<file path="config.mk">
export PLATFORM = sky130hd
export DESIGN_NAME = alu_arbiter_flat
export DESIGN_NICKNAME = d
export VERILOG_FILES = /design/src/rtl/alu_arbiter_if.sv /design/src/rtl/alu_arbiter.sv /design/src/flat_wrapper.sv
export SDC_FILE = /design/constraint.sdc
export NUM_CORES = 1
export LEC_CHECK = 0
export CAP_MARGIN = 20
export CORE_MARGIN = 1.5
export CORE_UTILIZATION = 30
export DETAILED_ROUTE_END_ITERATION = 16
export DONT_BUFFER_PORTS = 1
export GPL_ROUTABILITY_DRIVEN = 0
export SETUP_SLACK_MARGIN = 0.02
export SYNTH_ARGS = -nofsm -noshare
export SYNTH_HDL_FRONTEND = slang
export SYNTH_SLANG_ARGS = --single-unit
</file>
<file path="constraint.sdc">
create_clock -name clk -period 3.1 [get_ports clk]
set_clock_uncertainty 0.1 [all_clocks]
set_input_delay 0.465 -clock clk [delete_from_list [all_inputs] [get_ports clk]]
set_output_delay 0.465 -clock clk [all_outputs]
set_load 0.02 [all_outputs]
</file>
<file path="src/rtl/alu_arbiter_if.sv">
`default_nettype none
// ============================================================================
// alu_arbiter_if : one requester's request/response channel pair
// Rev 1.0
// ============================================================================
interface alu_arbiter_if #(
    parameter int WIDTH = 32,
    parameter int OPW   = 4
);
    logic             req_valid;
    logic             req_ready;
    logic [OPW-1:0]   op;
    logic [WIDTH-1:0] a;
    logic [WIDTH-1:0] b;
    logic             rsp_valid;
    logic             rsp_ready;
    logic [WIDTH-1:0] rsp_data;
    logic             rsp_ovf;
    logic             rsp_err;

    modport master (
        output req_valid, op, a, b, rsp_ready,
        input  req_ready, rsp_valid, rsp_data, rsp_ovf, rsp_err
    );

    modport slave (
        input  req_valid, op, a, b, rsp_ready,
        output req_ready, rsp_valid, rsp_data, rsp_ovf, rsp_err
    );
endinterface
`default_nettype wire

</file>
<file path="src/rtl/alu_arbiter.sv">
`default_nettype none
// ============================================================================
// alu_arbiter : shares one combinational ALU between two valid/ready requesters
// Option macro ALU_ARB_RR_EN: round-robin grant (default build: fixed r0 priority)
// Rev 1.0
// ============================================================================
module alu_arbiter #(
    parameter int WIDTH = 32,
    parameter int OPW   = 4
) (
    input  logic             clk,
    input  logic             resetn,
    alu_arbiter_if.slave     r0,
    alu_arbiter_if.slave     r1,
    output logic [OPW-1:0]   alu_op,
    output logic [WIDTH-1:0] alu_a,
    output logic [WIDTH-1:0] alu_b,
    input  logic [WIDTH-1:0] alu_result,
    input  logic             alu_overflow,
    output logic             busy
);

    typedef enum logic [1:0] {
        IDLE = 2'd0,
        EXEC = 2'd1,
        RESP = 2'd2
    } state_t;

    state_t                   r_state;
    state_t                   w_next;
    logic                     r_owner;
    logic [OPW-1:0]           r_op;
    logic [WIDTH-1:0]         r_a;
    logic [WIDTH-1:0]         r_b;
    logic [1:0][WIDTH-1:0]    r_data;
    logic [1:0]               r_ovf;
    logic [1:0]               r_err;

    logic                     w_any;
    logic                     w_grant;
    logic                     w_accept;
    logic                     w_legal;
    logic                     w_rsp_ready;
    logic [OPW-1:0]           w_op;
    logic [WIDTH-1:0]         w_a;
    logic [WIDTH-1:0]         w_b;

    assign w_any = r0.req_valid | r1.req_valid;

`ifdef ALU_ARB_RR_EN
    // r_last names the previous winner; contention goes to the other port
    logic r_last;

    always_comb begin
        if (r0.req_valid && r1.req_valid) begin
            w_grant = ~r_last;
        end else begin
            w_grant = ~r0.req_valid;
        end
    end

    always_ff @(posedge clk or negedge resetn) begin
        if (!resetn) begin
            r_last <= 1'b1;
        end else if (w_accept) begin
            r_last <= w_grant;
        end
    end
`else
    assign w_grant = ~r0.req_valid;
`endif

    assign w_accept    = (r_state == IDLE) && w_any;
    assign r0.req_ready = w_accept && !w_grant;
    assign r1.req_ready = w_accept && w_grant;

    assign w_op        = w_grant ? r1.op : r0.op;
    assign w_a         = w_grant ? r1.a  : r0.a;
    assign w_b         = w_grant ? r1.b  : r0.b;
    assign w_rsp_ready = r_owner ? r1.rsp_ready : r0.rsp_ready;

    always_comb begin
        w_legal = 1'b0;
        case (w_op)
            4'b0000, 4'b0001, 4'b0010, 4'b0011, 4'b0100,
            4'b0101, 4'b0110, 4'b1010, 4'b1011, 4'b1101: w_legal = 1'b1;
            default:                                     w_legal = 1'b0;
        endcase
    end

    always_comb begin
        w_next = r_state;
        case (r_state)
            IDLE:    if (w_accept) w_next = w_legal ? EXEC : RESP;
            EXEC:    w_next = RESP;
            RESP:    if (w_rsp_ready) w_next = IDLE;
            default: w_next = IDLE;
        endcase
    end

    always_ff @(posedge clk or negedge resetn) begin
        if (!resetn) begin
            r_state <= IDLE;
        end else begin
            r_state <= w_next;
        end
    end

    // ALU operand registers load only on legal accepts so illegal ops leave the ALU untouched
    always_ff @(posedge clk or negedge resetn) begin
        if (!resetn) begin
            r_owner <= 1'b0;
            r_op    <= '0;
            r_a     <= '0;
            r_b     <= '0;
            r_data  <= '0;
            r_ovf   <= '0;
            r_err   <= '0;
        end else begin
            if (w_accept) begin
                r_owner <= w_grant;
                if (w_legal) begin
                    r_op <= w_op;
                    r_a  <= w_a;
                    r_b  <= w_b;
                end else begin
                    r_data[w_grant] <= '0;
                    r_ovf[w_grant]  <= 1'b0;
                    r_err[w_grant]  <= 1'b1;
                end
            end
            if (r_state == EXEC) begin
                r_data[r_owner] <= alu_result;
                r_ovf[r_owner]  <= alu_overflow;
                r_err[r_owner]  <= 1'b0;
            end
        end
    end

    assign alu_op = r_op;
    assign alu_a  = r_a;
    assign alu_b  = r_b;
    assign busy   = (r_state != IDLE);

    assign r0.rsp_valid = (r_state == RESP) && !r_owner;
    assign r1.rsp_valid = (r_state == RESP) &&  r_owner;
    assign r0.rsp_data  = r_data[0];
    assign r1.rsp_data  = r_data[1];
    assign r0.rsp_ovf   = r_ovf[0];
    assign r1.rsp_ovf   = r_ovf[1];
    assign r0.rsp_err   = r_err[0];
    assign r1.rsp_err   = r_err[1];

endmodule
`default_nettype wire

</file>
<file path="src/flat_wrapper.sv">
// flat-port wrapper written by rule: the top's interface ports become plain ports
module alu_arbiter_flat 
#(
    parameter int WIDTH = 32,
    parameter int OPW   = 4
)
  (clk, resetn, alu_op, alu_a, alu_b, alu_result, alu_overflow, busy, r0_req_valid, r0_op, r0_a, r0_b, r0_rsp_ready, r0_req_ready, r0_rsp_valid, r0_rsp_data, r0_rsp_ovf, r0_rsp_err, r1_req_valid, r1_op, r1_a, r1_b, r1_rsp_ready, r1_req_ready, r1_rsp_valid, r1_rsp_data, r1_rsp_ovf, r1_rsp_err);
  alu_arbiter_if #(.WIDTH(WIDTH), .OPW(OPW)) r0_i ();
  alu_arbiter_if #(.WIDTH(WIDTH), .OPW(OPW)) r1_i ();
  input  logic clk;
  input  logic resetn;
  output logic [OPW-1:0] alu_op;
  output logic [WIDTH-1:0] alu_a;
  output logic [WIDTH-1:0] alu_b;
  input  logic [WIDTH-1:0] alu_result;
  input  logic alu_overflow;
  output logic busy;
  input wire logic [$bits(r0_i.req_valid)-1:0] r0_req_valid;
  input wire logic [$bits(r0_i.op)-1:0] r0_op;
  input wire logic [$bits(r0_i.a)-1:0] r0_a;
  input wire logic [$bits(r0_i.b)-1:0] r0_b;
  input wire logic [$bits(r0_i.rsp_ready)-1:0] r0_rsp_ready;
  output wire logic [$bits(r0_i.req_ready)-1:0] r0_req_ready;
  output wire logic [$bits(r0_i.rsp_valid)-1:0] r0_rsp_valid;
  output wire logic [$bits(r0_i.rsp_data)-1:0] r0_rsp_data;
  output wire logic [$bits(r0_i.rsp_ovf)-1:0] r0_rsp_ovf;
  output wire logic [$bits(r0_i.rsp_err)-1:0] r0_rsp_err;
  input wire logic [$bits(r1_i.req_valid)-1:0] r1_req_valid;
  input wire logic [$bits(r1_i.op)-1:0] r1_op;
  input wire logic [$bits(r1_i.a)-1:0] r1_a;
  input wire logic [$bits(r1_i.b)-1:0] r1_b;
  input wire logic [$bits(r1_i.rsp_ready)-1:0] r1_rsp_ready;
  output wire logic [$bits(r1_i.req_ready)-1:0] r1_req_ready;
  output wire logic [$bits(r1_i.rsp_valid)-1:0] r1_rsp_valid;
  output wire logic [$bits(r1_i.rsp_data)-1:0] r1_rsp_data;
  output wire logic [$bits(r1_i.rsp_ovf)-1:0] r1_rsp_ovf;
  output wire logic [$bits(r1_i.rsp_err)-1:0] r1_rsp_err;
  assign r0_i.req_valid = r0_req_valid;
  assign r0_i.op = r0_op;
  assign r0_i.a = r0_a;
  assign r0_i.b = r0_b;
  assign r0_i.rsp_ready = r0_rsp_ready;
  assign r0_req_ready = r0_i.req_ready;
  assign r0_rsp_valid = r0_i.rsp_valid;
  assign r0_rsp_data = r0_i.rsp_data;
  assign r0_rsp_ovf = r0_i.rsp_ovf;
  assign r0_rsp_err = r0_i.rsp_err;
  assign r1_i.req_valid = r1_req_valid;
  assign r1_i.op = r1_op;
  assign r1_i.a = r1_a;
  assign r1_i.b = r1_b;
  assign r1_i.rsp_ready = r1_rsp_ready;
  assign r1_req_ready = r1_i.req_ready;
  assign r1_rsp_valid = r1_i.rsp_valid;
  assign r1_rsp_data = r1_i.rsp_data;
  assign r1_rsp_ovf = r1_i.rsp_ovf;
  assign r1_rsp_err = r1_i.rsp_err;
  alu_arbiter #(.WIDTH(WIDTH), .OPW(OPW)) u_core (.clk(clk), .resetn(resetn), .r0(r0_i), .r1(r1_i), .alu_op(alu_op), .alu_a(alu_a), .alu_b(alu_b), .alu_result(alu_result), .alu_overflow(alu_overflow), .busy(busy));
endmodule
</file>
Yosys cells after proc, flatten, opt, wreduce, memory -nomap -nowiden
Memory sizes are Yosys's and may differ from the RTL's.
Cells that the tools add are included.
- magnitude comparators: 4
- eq/ne operators: 4
- multiplexer cells: 27
- bitwise logic cells: 9
- reductions and logical operators: 12
- operators with widths (cell ; count):
    $mux W64 ; 3
    $mux W32 ; 4
    $and A64 B64 Y64 ; 1
    $bwmux W64 ; 1
    $demux W32 S1 ; 2
    $not A64 Y64 ; 1
    $mux W2 ; 9
    $logic_and A1 B1 Y1 ; 7
    $pmux W2 S3 ; 1
    $and A2 B2 Y2 ; 2
    $lt A1 B2 Y1 const B ; 2
    $mux W4 ; 1
    $ne A2 B1 Y1 const B ; 2
    $not A2 Y2 ; 2
    $reduce_and A2 Y1 ; 2
    $mux W1 ; 3
    $bwmux W2 ; 1
    $demux W1 S1 ; 2
    $eq A2 B1 Y1 const B ; 1
    $eq A2 B2 Y1 const B ; 1
    $ge A1 B1 Y1 const B ; 2
    $logic_not A2 Y1 ; 1
    $or A2 B2 Y2 ; 1
    $reduce_bool A2 Y1 ; 1
    other kinds (3) ; 3
- register bits after elaboration: 139
- bits in read-only memories: 16
- input port bits: 175
- word-level logic and storage cells: 66
- memories kept: 1
- memory list (name ; depth ; bits a word ; rd ports ; clocked after memory_dff ; wr ports ; line ; RTL):
    (no name shown) ; 16 ; 1 ; 1 ; 0 ; 0 ; alu_arbiter.sv:84 ; case (w_op)

Depth between registers and ports, before layout
Gate-level depths: netlist of the first run.
- depth in word-level cells: 11
- gate-level depth with buffers: 7
- mapped depth without buffers: 4

Least setup slack after synthesis of the first run
No wires, ideal clock.
- path kind: input-to-reg
- start point: input r0_req_valid
- end point: register u_core.r_data, in the netlist u_core.r1.rsp_data[10]
- arrival: 2077 ps
- required time: 2867 ps
- setup slack: 790 ps
- stages: 6
- buffers on the path: 2
- cells stage by stage: buf_6 > nor4b_2 > o221ai_1 > a21oi_1 > clkbuf_1 > o21ai_0
- cells in the longest elaborated chain, start to end: 11
- elaborated cells on any way between the ends: 16
- ends and longest elaborated chain (element ; line ; RTL):
    start, declared ; flat_wrapper.sv:18 ; input wire logic [$bits(r0_i.req_valid)-1:0] r0_req_valid;
    $not A1 Y1 ; alu_arbiter.sv:70 ; assign w_grant = ~r0.req_valid;
    $lt A1 B2 Y1 (not written as such) or $ge A1 B1 Y1 (tied branches) ; alu_arbiter.sv:127 ; r_data[w_grant] <= '0;
    $logic_and A1 B1 Y1 (not written as such) ; alu_arbiter.sv:127 ;
    $mux W32 (not written as such) ; alu_arbiter.sv:127 ;
    $demux W32 S1 ; - ;
    $not A64 Y64 (no source line) ; - ;
    $and A64 B64 Y64 (no source line) ; - ;
    $mux W64 ; alu_arbiter.sv:122 ; if (w_legal) begin
    $mux W64 (*) ; alu_arbiter.sv:120 ; if (w_accept) begin
    $bwmux W64 ; alu_arbiter.sv:133 ; r_data[r_owner] <= alu_result;
    $mux W64 (*) ; alu_arbiter.sv:132 ; if (r_state == EXEC) begin
    end signal, assigned by index ; alu_arbiter.sv:133 ;
    end, declared ; alu_arbiter.sv:35 ; logic [1:0][WIDTH-1:0] r_data;
Every way passes the cells marked *; elsewhere a longest branch is shown, timed or not.
A chain may end at the register's enable or synchronous reset.

Worst setup path in the final report of the first run
- start point: register u_core.r_state[0]
- end point: output r0_req_ready
- cells in the longest elaborated chain, start to end: 3
- ends and longest elaborated chain (element ; line ; RTL):
    start, declared ; alu_arbiter.sv:29 ; state_t r_state;
    start signal, assigned ; alu_arbiter.sv:105 ; r_state <= w_next;
    $logic_not A2 Y1 ; alu_arbiter.sv:73 ; assign w_accept = (r_state == IDLE) && w_any;
    $logic_and A1 B1 Y1 ; alu_arbiter.sv:73 ;
    $logic_and A1 B1 Y1 ; alu_arbiter.sv:74 ; assign r0.req_ready = w_accept && !w_grant;
    end, declared ; flat_wrapper.sv:23 ; output wire logic [$bits(r0_i.req_ready)-1:0] r0_req_ready;
Every way passes these cells.

==> out/results.tsv, run 1 <==
metric	value	unit
top cells by area, synth	dfrtp_1, mux2_2, mux2_1	
WP data required	2.53	ns
design area	7230	sq um
Hold Path Class	in -> async	
synthesis-stage register bit count	139	
placed instance area	6620	sq um
max-cap violation count	0	
violated checks	hold timing	
DR WL/cell	20.0	um
Synth-to-Final Area Change	13.2	%
Yosys warnings	0	
die height	149	um
core area	21000	sq um
Fin. Hold Viols	139	
largest net degree at the start of global routing	140	
RSZ-0062 raised after global routing	no	
ys async rst share	1.00	
Hold Slack	-0.356	ns
CTS tree	done	
Critical Path AT	1.74	ns
post-DP HPWL	11900	um
critical setup path kind	reg -> out	
vias in the first global route	4269	
slew margin rel.	0.411	
Clk Latency, worst-skew pair	0.41	ns
DRC viols	0	
Synth Cell Area	6390	sq um
vias	4161	
Yosys top cell by area	dfrtp_1	
Max Slew Vio Count	0	
first-pass GRT wire length	24900	um
Fin Setup TNS	0	ns
FP Rows	53	
Longest Clk Path Bufs	2	
Clock Sinks	139	
I/O Pins	316	
I/O Buffers	0	
R2R setup slack	0.84	ns
CTS root buf	clkbuf_16	
routed wire length	16700	um
CTS clk-pin slew, worst paths	0.06	ns
Setup-failing EPs final	0	
Startpoint Class	flip-flop	
maximum VDD drop	0.344	mV
grt ovf	0	
multi-input logic area	2720	sq um
Yosys top cell area share	0.544	
fmax	435	MHz
1st-iter DRT viols	237	
Starting Density	0.305	
Cell variety after synth	39	
post-route total power	7.78	mW
EDFF count, synth	0	
fillcell total	2074	
DIE WIDTH	149	um
Post-Syn Nets	733	
sequential share of the synthesized area	0.544	
dominant synthesized flop cell	dfrtp_1	
GRT Total Usage	0.149	
H-tree levels	4	
CTS Buf Count	17	
crit end category	primary output	
Detail Route Antenna Nets	0	
CP max FO	7	
Layout Nets	723	
DR pass1 iterations	5	
Reg area	3480	sq um
Avg Inst Size Synth	11.4	sq um
Resized cells post-CTS	0	
share of cells above drive strength 1	0.239	
Cell Pwr Density	1080	nW/um^2
Vias/cell	4.98	
Worst Tran Pin Value	0.881	ns
die area	22200	sq um
initial antenna violation count	1	
Syn Inst Count	558	
ANT cells	0	
Final min period	2.30	ns
outcome	complete, but fails checks	
fin crit share	0.742	
Leak	2.98	nW
## cell families after synthesis
logic type,Yosys count,share of synthesized area
multiplexers,137,0.244
buffers and inverters,40,0.0325
AO/OA/AOI/OAI,90,0.0821
flip-flops,139,0.544
AND/OR/NAND/NOR,152,0.0971
## repair_timing
item                                    in CTS  in global routing
endpoints found under the setup margin       0                  0
endpoints found under the hold margin      139                139
setup buffers                                0                  0
## area by class of cell
cell class	instances	share of cell area
multi-input cells	379	0.375
clock buffers	19	0.0598
clock inverters	13	0.0232
well taps	275	0.0476
flip-flops and latches	139	0.481
inverters	2	0.00104
repair buffers	9	0.0121
## critical path, cell delays in order (launching register included)
cell and delay, ns:
dfrtp_1 0.48, nor2_1 0.18, inv_1 0.21, nor2_1 0.46
## flip-flops by register name, indices dropped and copies added, names as in the netlist
| register | cells |
|---|---|
| u_core.r_owner | 1 |
| u_core.alu_b | 32 |
| u_core.r_state | 2 |
| u_core.r0.rsp_data | 32 |
| u_core.r1.rsp_data | 32 |
| u_core.alu_op | 4 |
| u_core.r_err | 2 |
| u_core.alu_a | 32 |
| u_core.r_ovf | 2 |
## report_power, final
| part | leakage (nW) | switching, mW | total [mW] | internal (mW) |
|---|---|---|---|---|
| sequential | 1.73 | 1.67 | 4.31 | 2.63 |
| combinational | 0.962 | 0.712 | 1.40 | 0.685 |
| clock | 0.288 | 0.801 | 2.07 | 1.27 |
| total | 2.98 | 3.19 | 7.78 | 4.59 |
## metal layers
metal,up-vias,share of wire,GRT usage
met2,227,0.50,0.245
met3,18,0.093,0.0587
met4,2,0.017,0.0604
li1,1900,-,-
met1,2014,0.39,0.175
met5,-,0.00078,0
## path summary, 6_finish.rpt
kind / startpoint / endpoint / depth (start not counted)
min in group clk: alu_result[16] / u_core.r0.rsp_data[16] / 2
max in group asynchronous: resetn / u_core.r1.rsp_data[29] / 0
max reg2reg: u_core.r_state[0] / u_core.alu_a[1] / 4
min reg2reg: u_core.r_ovf[0] / u_core.r_ovf[0] / 2
min: resetn / u_core.alu_a[11] / 0
max: u_core.r_state[0] / r0_req_ready / 3
## cells in the mapped netlist (2+ instances only)
master,n
buf_6,6
dfrtp_1,139
mux2i_2,2
o221ai_1,2
mux2_1,49
inv_1,2
nand3_1,2
nor2b_1,2
nand2_1,135
o21ai_0,68
o21ai_1,3
nor2_1,5
nand2b_1,2
clkbuf_1,24
mux2_2,84
o21a_1,3
buf_2,7
a21oi_1,2
## metrics by stage
stage / hold slack, ns / utilization / setup slack (ns) / instances
2_1_floorplan: 0.0694 / - / 0.790 / 558
3_3_place_gp: 0.0722 / 0.316 / 0.617 / 803
3_5_place_dp: 0.0721 / 0.316 / 0.547 / 803
4_1_cts: -0.377 / 0.345 / 0.754 / 835
5_1_grt: -0.379 / 0.345 / 0.720 / 836
6_report: -0.356 / 0.345 / 0.799 / 836
## cells in the final DEF (no fill, tap or decap), drive strengths merged
master	n
a2111oi	1
a211oi	1
a21o	1
a21oi	2
a221oi	1
a22oi	1
a31o	1
a32o	1
a32oi	1
and2	1
and3b	1
buf	9
bufinv	3
clkbuf	19
clkinv	6
clkinvlp	2
dfrtp	139
inv	4
mux2	133
mux2i	4
nand2	135
nand2b	2
nand3	2
nand4	1
nor2	5
nor2b	2
nor3	1
nor3b	1
nor4b	1
o211a	1
o211ai	1
o21a	3
o21ai	72
o221ai	2
o22ai	1
Note: power is estimated with default switching activity, not from simulation.
==> inputs of run 2 (changes only) <==
==> constraint.sdc (replaced) <==
create_clock -name clk -period 1.97 [get_ports clk]
set_clock_uncertainty 0.1 [all_clocks]
set_input_delay 0.2955 -clock clk [delete_from_list [all_inputs] [get_ports clk]]
set_output_delay 0.2955 -clock clk [all_outputs]
set_load 0.02 [all_outputs]
==> out/results.tsv, run 2 (same netlist as run 1, synthesis figures left out) <==
metric	value	unit
outcome	complete, but fails checks	
violated checks	hold timing	
design area	7660	sq um
I/O Buffers	0	
Met3 Routed Length	1910	um
routed wire length	17500	um
Worst Tran Pin Value	0.473	ns
DR WL met2	9370	um
Clk Latency, worst-skew pair	0.41	ns
Final min period	1.89	ns
Setup-failing EPs final	0	
fillcell total	2010	
Met1 Routed Length	6030	um
I/O Pins	316	
CTS root buf	clkbuf_16	
CP delay by family, top	flip-flops	
multi-input logic area	2730	sq um
GRT Total Usage	0.157	
Max Used Layer	met4	
Startpoint Class	flip-flop	
R2R setup slack	0.12	ns
Layout Nets	768	
Cell Pwr Density	1580	nW/um^2
RSZ-0062 raised after global routing	no	
maximum VDD drop	0.564	mV
critical setup path kind	reg -> out	
fmax	530	MHz
H-tree levels	4	
Reg area	3480	sq um
Leak	3.17	nW
hold_buf cts	33	
Critical Path Slowest Stage Cell	dfrtp_2	
Synth-to-Final Area Change	19.9	%
placed instance area	6770	sq um
WP data required	1.57	ns
CTS clk-pin slew, worst paths	0.06	ns
Longest Clk Path Bufs	2	
Starting Density	0.305	
Fin Setup TNS	0	ns
DIE WIDTH	149	um
number of buffers and inverters on the critical path	3	
Fin. Hold Viols	139	
ANT cells	0	
vias in the first global route	4587	
Clock Sinks	139	
grt ovf	0	
initial antenna violation count	0	
crit-path cells	nor2_2 -> inv_2 -> buf_6 -> nor2_1 -> buf_4	
crit end category	primary output	
die height	149	um
first-pass GRT wire length	26100	um
max-cap violation count	0	
FP Rows	53	
DR WL/cell	19.9	um
core area	21000	sq um
DRC viols	0	
Detail Route Antenna Nets	0	
Vias/cell	5.00	
Hold Slack	-0.522	ns
CP max FO	5	
Critical Path AT	1.49	ns
slew margin rel.	0.681	
commonest non-fill, non-tap cell in the layout	dfrtp_1	
CTS tree	done	
vias	4403	
CP max stage delay	0.46	ns
fin crit share	0.957	
leading cell types in the layout, fill and taps excluded	dfrtp_1, nand2_1, mux2_2	
post-DP HPWL	12300	um
CTS Buf Count	17	
largest net degree at the start of global routing	140	
1st-iter DRT viols	137	
Max Slew Vio Count	0	
share of cells above drive strength 1	0.248	
die area	22200	sq um
DR pass1 iterations	5	
Hold Path Class	in -> async	
-- run 2: cell types whose count changed in the layout (fill, tap and decap cells not counted), sizes merged, moves of 2 or more --
cell,delta
buf,+12
bufinv,-3
clkbuf,+2
clkinv,+4
dlygate4sd3,+33
inv,-2
-- run 2: path summary, 6_finish.rpt --
path / to / cells after the start / start
worst max-delay path: r0_req_ready / 5 / u_core.r_state[0]
worst min-delay path: u_core.r1.rsp_data[20] / 0 / resetn
worst max register to register: u_core.r1.rsp_data[27] / 6 / u_core.r_state[1]
worst min register to register: u_core.r0.rsp_data[23] / 2 / u_core.r0.rsp_data[23]
max in group asynchronous: u_core.r_state[1] / 0 / resetn
min in group clk: u_core.alu_b[5] / 2 / r1_b[5]
-- run 2: layout make-up --
cell class	count	share of cell area
clock buffer	21	0.0601
clock inverter	11	0.00947
inverter	2	0.000980
multi-input combinational	379	0.356
sequential	139	0.454
tap	275	0.0449
timing repair buffer	54	0.0740
-- run 2: through the flow --
| stage | hold slack (ns) | util | worst slack [ns] | power, mW | std cells |
|---|---|---|---|---|---|
| after floorplan | -0.100 | - | 0.0386 | 8.30 | 558 |
| after global placement | -0.0965 | 0.323 | 0.0950 | 9.00 | 813 |
| after detailed placement | -0.0969 | 0.323 | 0.0637 | 9.22 | 813 |
| after CTS | -0.546 | 0.365 | 0.0208 | 12.3 | 881 |
| after global routing | -0.559 | 0.366 | 0.0123 | 12.9 | 881 |
| final | -0.522 | 0.366 | 0.0842 | 12.1 | 881 |
-- run 2: report_power, final --
| part | internal (mW) | total [mW] | switching [mW] |
|---|---|---|---|
| Clock | 1.67 | 2.89 | 1.23 |
| Combinational | 1.28 | 2.49 | 1.21 |
| Sequential | 4.15 | 6.76 | 2.61 |
| Total | 7.09 | 12.1 | 5.04 |
-- run 2: what timing repair did --
| item | 4_1_cts | 5_1_grt |
|---|---|---|
| gates resized for setup | 2 | 3 |
| endpoints found under the hold margin | 205 | 139 |
| buffers inserted | 3 | 0 |
| gates cloned | 0 | 0 |
| setup endpoints to repair | 1 | 1 |
| pin swaps | 0 | 0 |
-- run 2: routing by layer --
| metal | GRT usage | vias up |
|---|---|---|
| met5 | 0 | - |
| met4 | 0.0485 | 0 |
| met3 | 0.0765 | 22 |
| met2 | 0.291 | 232 |
| met1 | 0.151 | 2153 |
| li1 | - | 1996 |
==> inputs of run 3 (changes only) <==
--- a/config.mk
+++ b/config.mk
@@ -7,7 +7,7 @@
 export LEC_CHECK = 0
 export CAP_MARGIN = 20
 export CORE_MARGIN = 1.5
-export CORE_UTILIZATION = 30
+export CORE_UTILIZATION = 45
 export DETAILED_ROUTE_END_ITERATION = 16
 export DONT_BUFFER_PORTS = 1
 export GPL_ROUTABILITY_DRIVEN = 0
@@ -15,3 +15,4 @@
 export SYNTH_ARGS = -nofsm -noshare
 export SYNTH_HDL_FRONTEND = slang
 export SYNTH_SLANG_ARGS = --single-unit
+export TNS_END_PERCENT = 10
==> out/results.tsv, run 3 (same netlist as run 1, synthesis figures left out) <==
metric	value	unit
CTS clk-pin slew, worst paths	0.06	ns
CP max stage delay	0.42	ns
power share of the combinational group	0.200	
CP delay by family, top	flip-flops	
RSZ-0062 raised after global routing	yes	
CTS tree	done	
hold_buf cts	33	
Met1 Routed Length	6030	um
largest net degree at the start of global routing	140	
Vias/cell	5.53	
GRT Total Usage	0.211	
fmax	536	MHz
grt ovf	0	
pre-CTS setup slack	0.0328	ns
clock power share	0.251	
critical setup path kind	reg -> reg	
Seq pwr share	0.549	
maximum VDD drop	0.654	mV
CTS root buf	clkbuf_16	
die area	14900	sq um
Startpoint Class	flip-flop	
fin crit share	0.947	
Switch Pwr	4.93	mW
die height	122	um
DR WL met2	8140	um
Met3 Routed Length	1290	um
Max Used Layer	met4	
Clock Sinks	139	
Critical Path AT	2.04	ns
1st-iter DRT viols	261	
vias	4383	
I/O Pins	316	
violated checks	hold timing	
Critical Path Slowest Stage Cell	dfrtp_2	
outcome	complete, but fails checks	
first-pass GRT wire length	23700	um
Layout Nets	774	
Hold Slack	-0.513	ns
Hold Path Class	in -> async	
slew margin rel.	0.669	
DR pass1 iterations	4	
Starting Density	0.460	
Leak	3.21	nW
Setup WS post-layout	0.105	ns
initial antenna violation count	1	
Cell Pwr Density	1620	nW/um^2
Worst Tran Pin Value	0.492	ns
Fin. Hold Viols	139	
core area	13900	sq um
Clk Latency, worst-skew pair	0.40	ns
CP max FO	31	
post-DP HPWL	11200	um
CTS Buf Count	17	
I/O Buffers	0	
Int Power	7.37	mW
vias in the first global route	4431	
Detail Route Antenna Nets	0	
H-tree levels	4	
max-cap violation count	0	
Fin Setup TNS	0	ns
routed wire length	15800	um
Longest Clk Path Bufs	2	
DR WL/cell	19.9	um
Final min period	1.87	ns
commonest non-fill, non-tap cell in the layout	dfrtp_1	
FP Rows	43	
Synth-to-Final Area Change	19.1	%
Max Slew Vio Count	0	
Final Util	0.548	
Net Sw Frac	0.401	
share of cells above drive strength 1	0.250	
crit end category	flip-flop	
Setup-failing EPs final	0	
number of buffers and inverters on the critical path	2	
DIE WIDTH	122	um
DRC viols	0	
crit-path cells	buf_4 -> nor3_4 -> o211a_4 -> buf_12 -> mux2_1	
leading cell types in the layout, fill and taps excluded	dfrtp_1, nand2_1, mux2_2	
placed instance area	6660	sq um
fillcell total	1154	
design area	7610	sq um
WP data required	2.15	ns
run 3: layout make-up:
| cell class | count | area [sq um] | share of cell area |
|---|---|---|---|
| multi-input cells | 379 | 2730 | 0.358 |
| well taps | 180 | 225 | 0.0296 |
| clock inverters | 9 | 115 | 0.0151 |
| clock buffers | 23 | 468 | 0.0615 |
| inverters | 2 | 7.51 | 0.000987 |
| repair buffers | 60 | 583 | 0.0766 |
| flip-flops and latches | 139 | 3480 | 0.457 |
| diodes | 1 | 2.50 | 0.000329 |
run 3: worst paths after layout:
| check | from | to | slack [ns] | cells after the start |
|---|---|---|---|---|
| worst min-delay path | resetn | u_core.r1.rsp_data[24] | -0.51 | 0 |
| worst max-delay path | u_core.r_state[0] | u_core.alu_a[16] | 0.10 | 5 |
| max in group asynchronous | resetn | u_core.r_state[0] | 2.03 | 0 |
| min in group clk | r1_b[13] | u_core.alu_b[13] | 0.05 | 2 |
| worst max register to register | u_core.r_state[0] | u_core.alu_a[16] | 0.10 | 5 |
| worst min register to register | u_core.alu_a[26] | u_core.alu_a[26] | 0.54 | 1 |
run 3: worst register-to-register path: cells and delay by family, from the launching register on:
kind                   cells  cell delay, ns
AOI/OAI and AO/OA          1            0.26
buffers and inverters      2            0.37
DFF                        1            0.42
muxes                      1            0.36
and+or+nand+nor            1            0.23
run 3: repair_timing:
| action | in CTS | in global routing |
|---|---|---|
| buffers inserted | 4 | 0 |
| endpoints found under the setup margin | 1 | 1 |
| hold endpoints to repair | 205 | 139 |
| resized for setup | 2 | 1 |
run 3: power groups by stage:
stage                     Sequential, mW  Clock (mW)  Combinational, mW
after floorplan                     6.40           0               1.90
after global placement              6.82           0               2.22
after detailed placement            6.84           0               2.35
after CTS                           6.78        3.16               2.50
after global routing                6.91        3.30               2.78
final                               6.75        3.09               2.46
run 3: through the flow:
step | total power, mW | cells | hold WS (ns)
after global placement | 9.04 | 723 | -0.0965
after detailed placement | 9.19 | 723 | -0.0963
after CTS | 12.4 | 792 | -0.541
after global routing | 13.0 | 793 | -0.545
final | 12.3 | 793 | -0.513
after floorplan | 8.30 | 558 | -0.100
run 3: metal layers:
layer	global-route usage	vias to the layer above
li1	-	2008
met1	0.240	2149
met2	0.360	204
met3	0.0740	22
met4	0.0916	0
met5	0	-
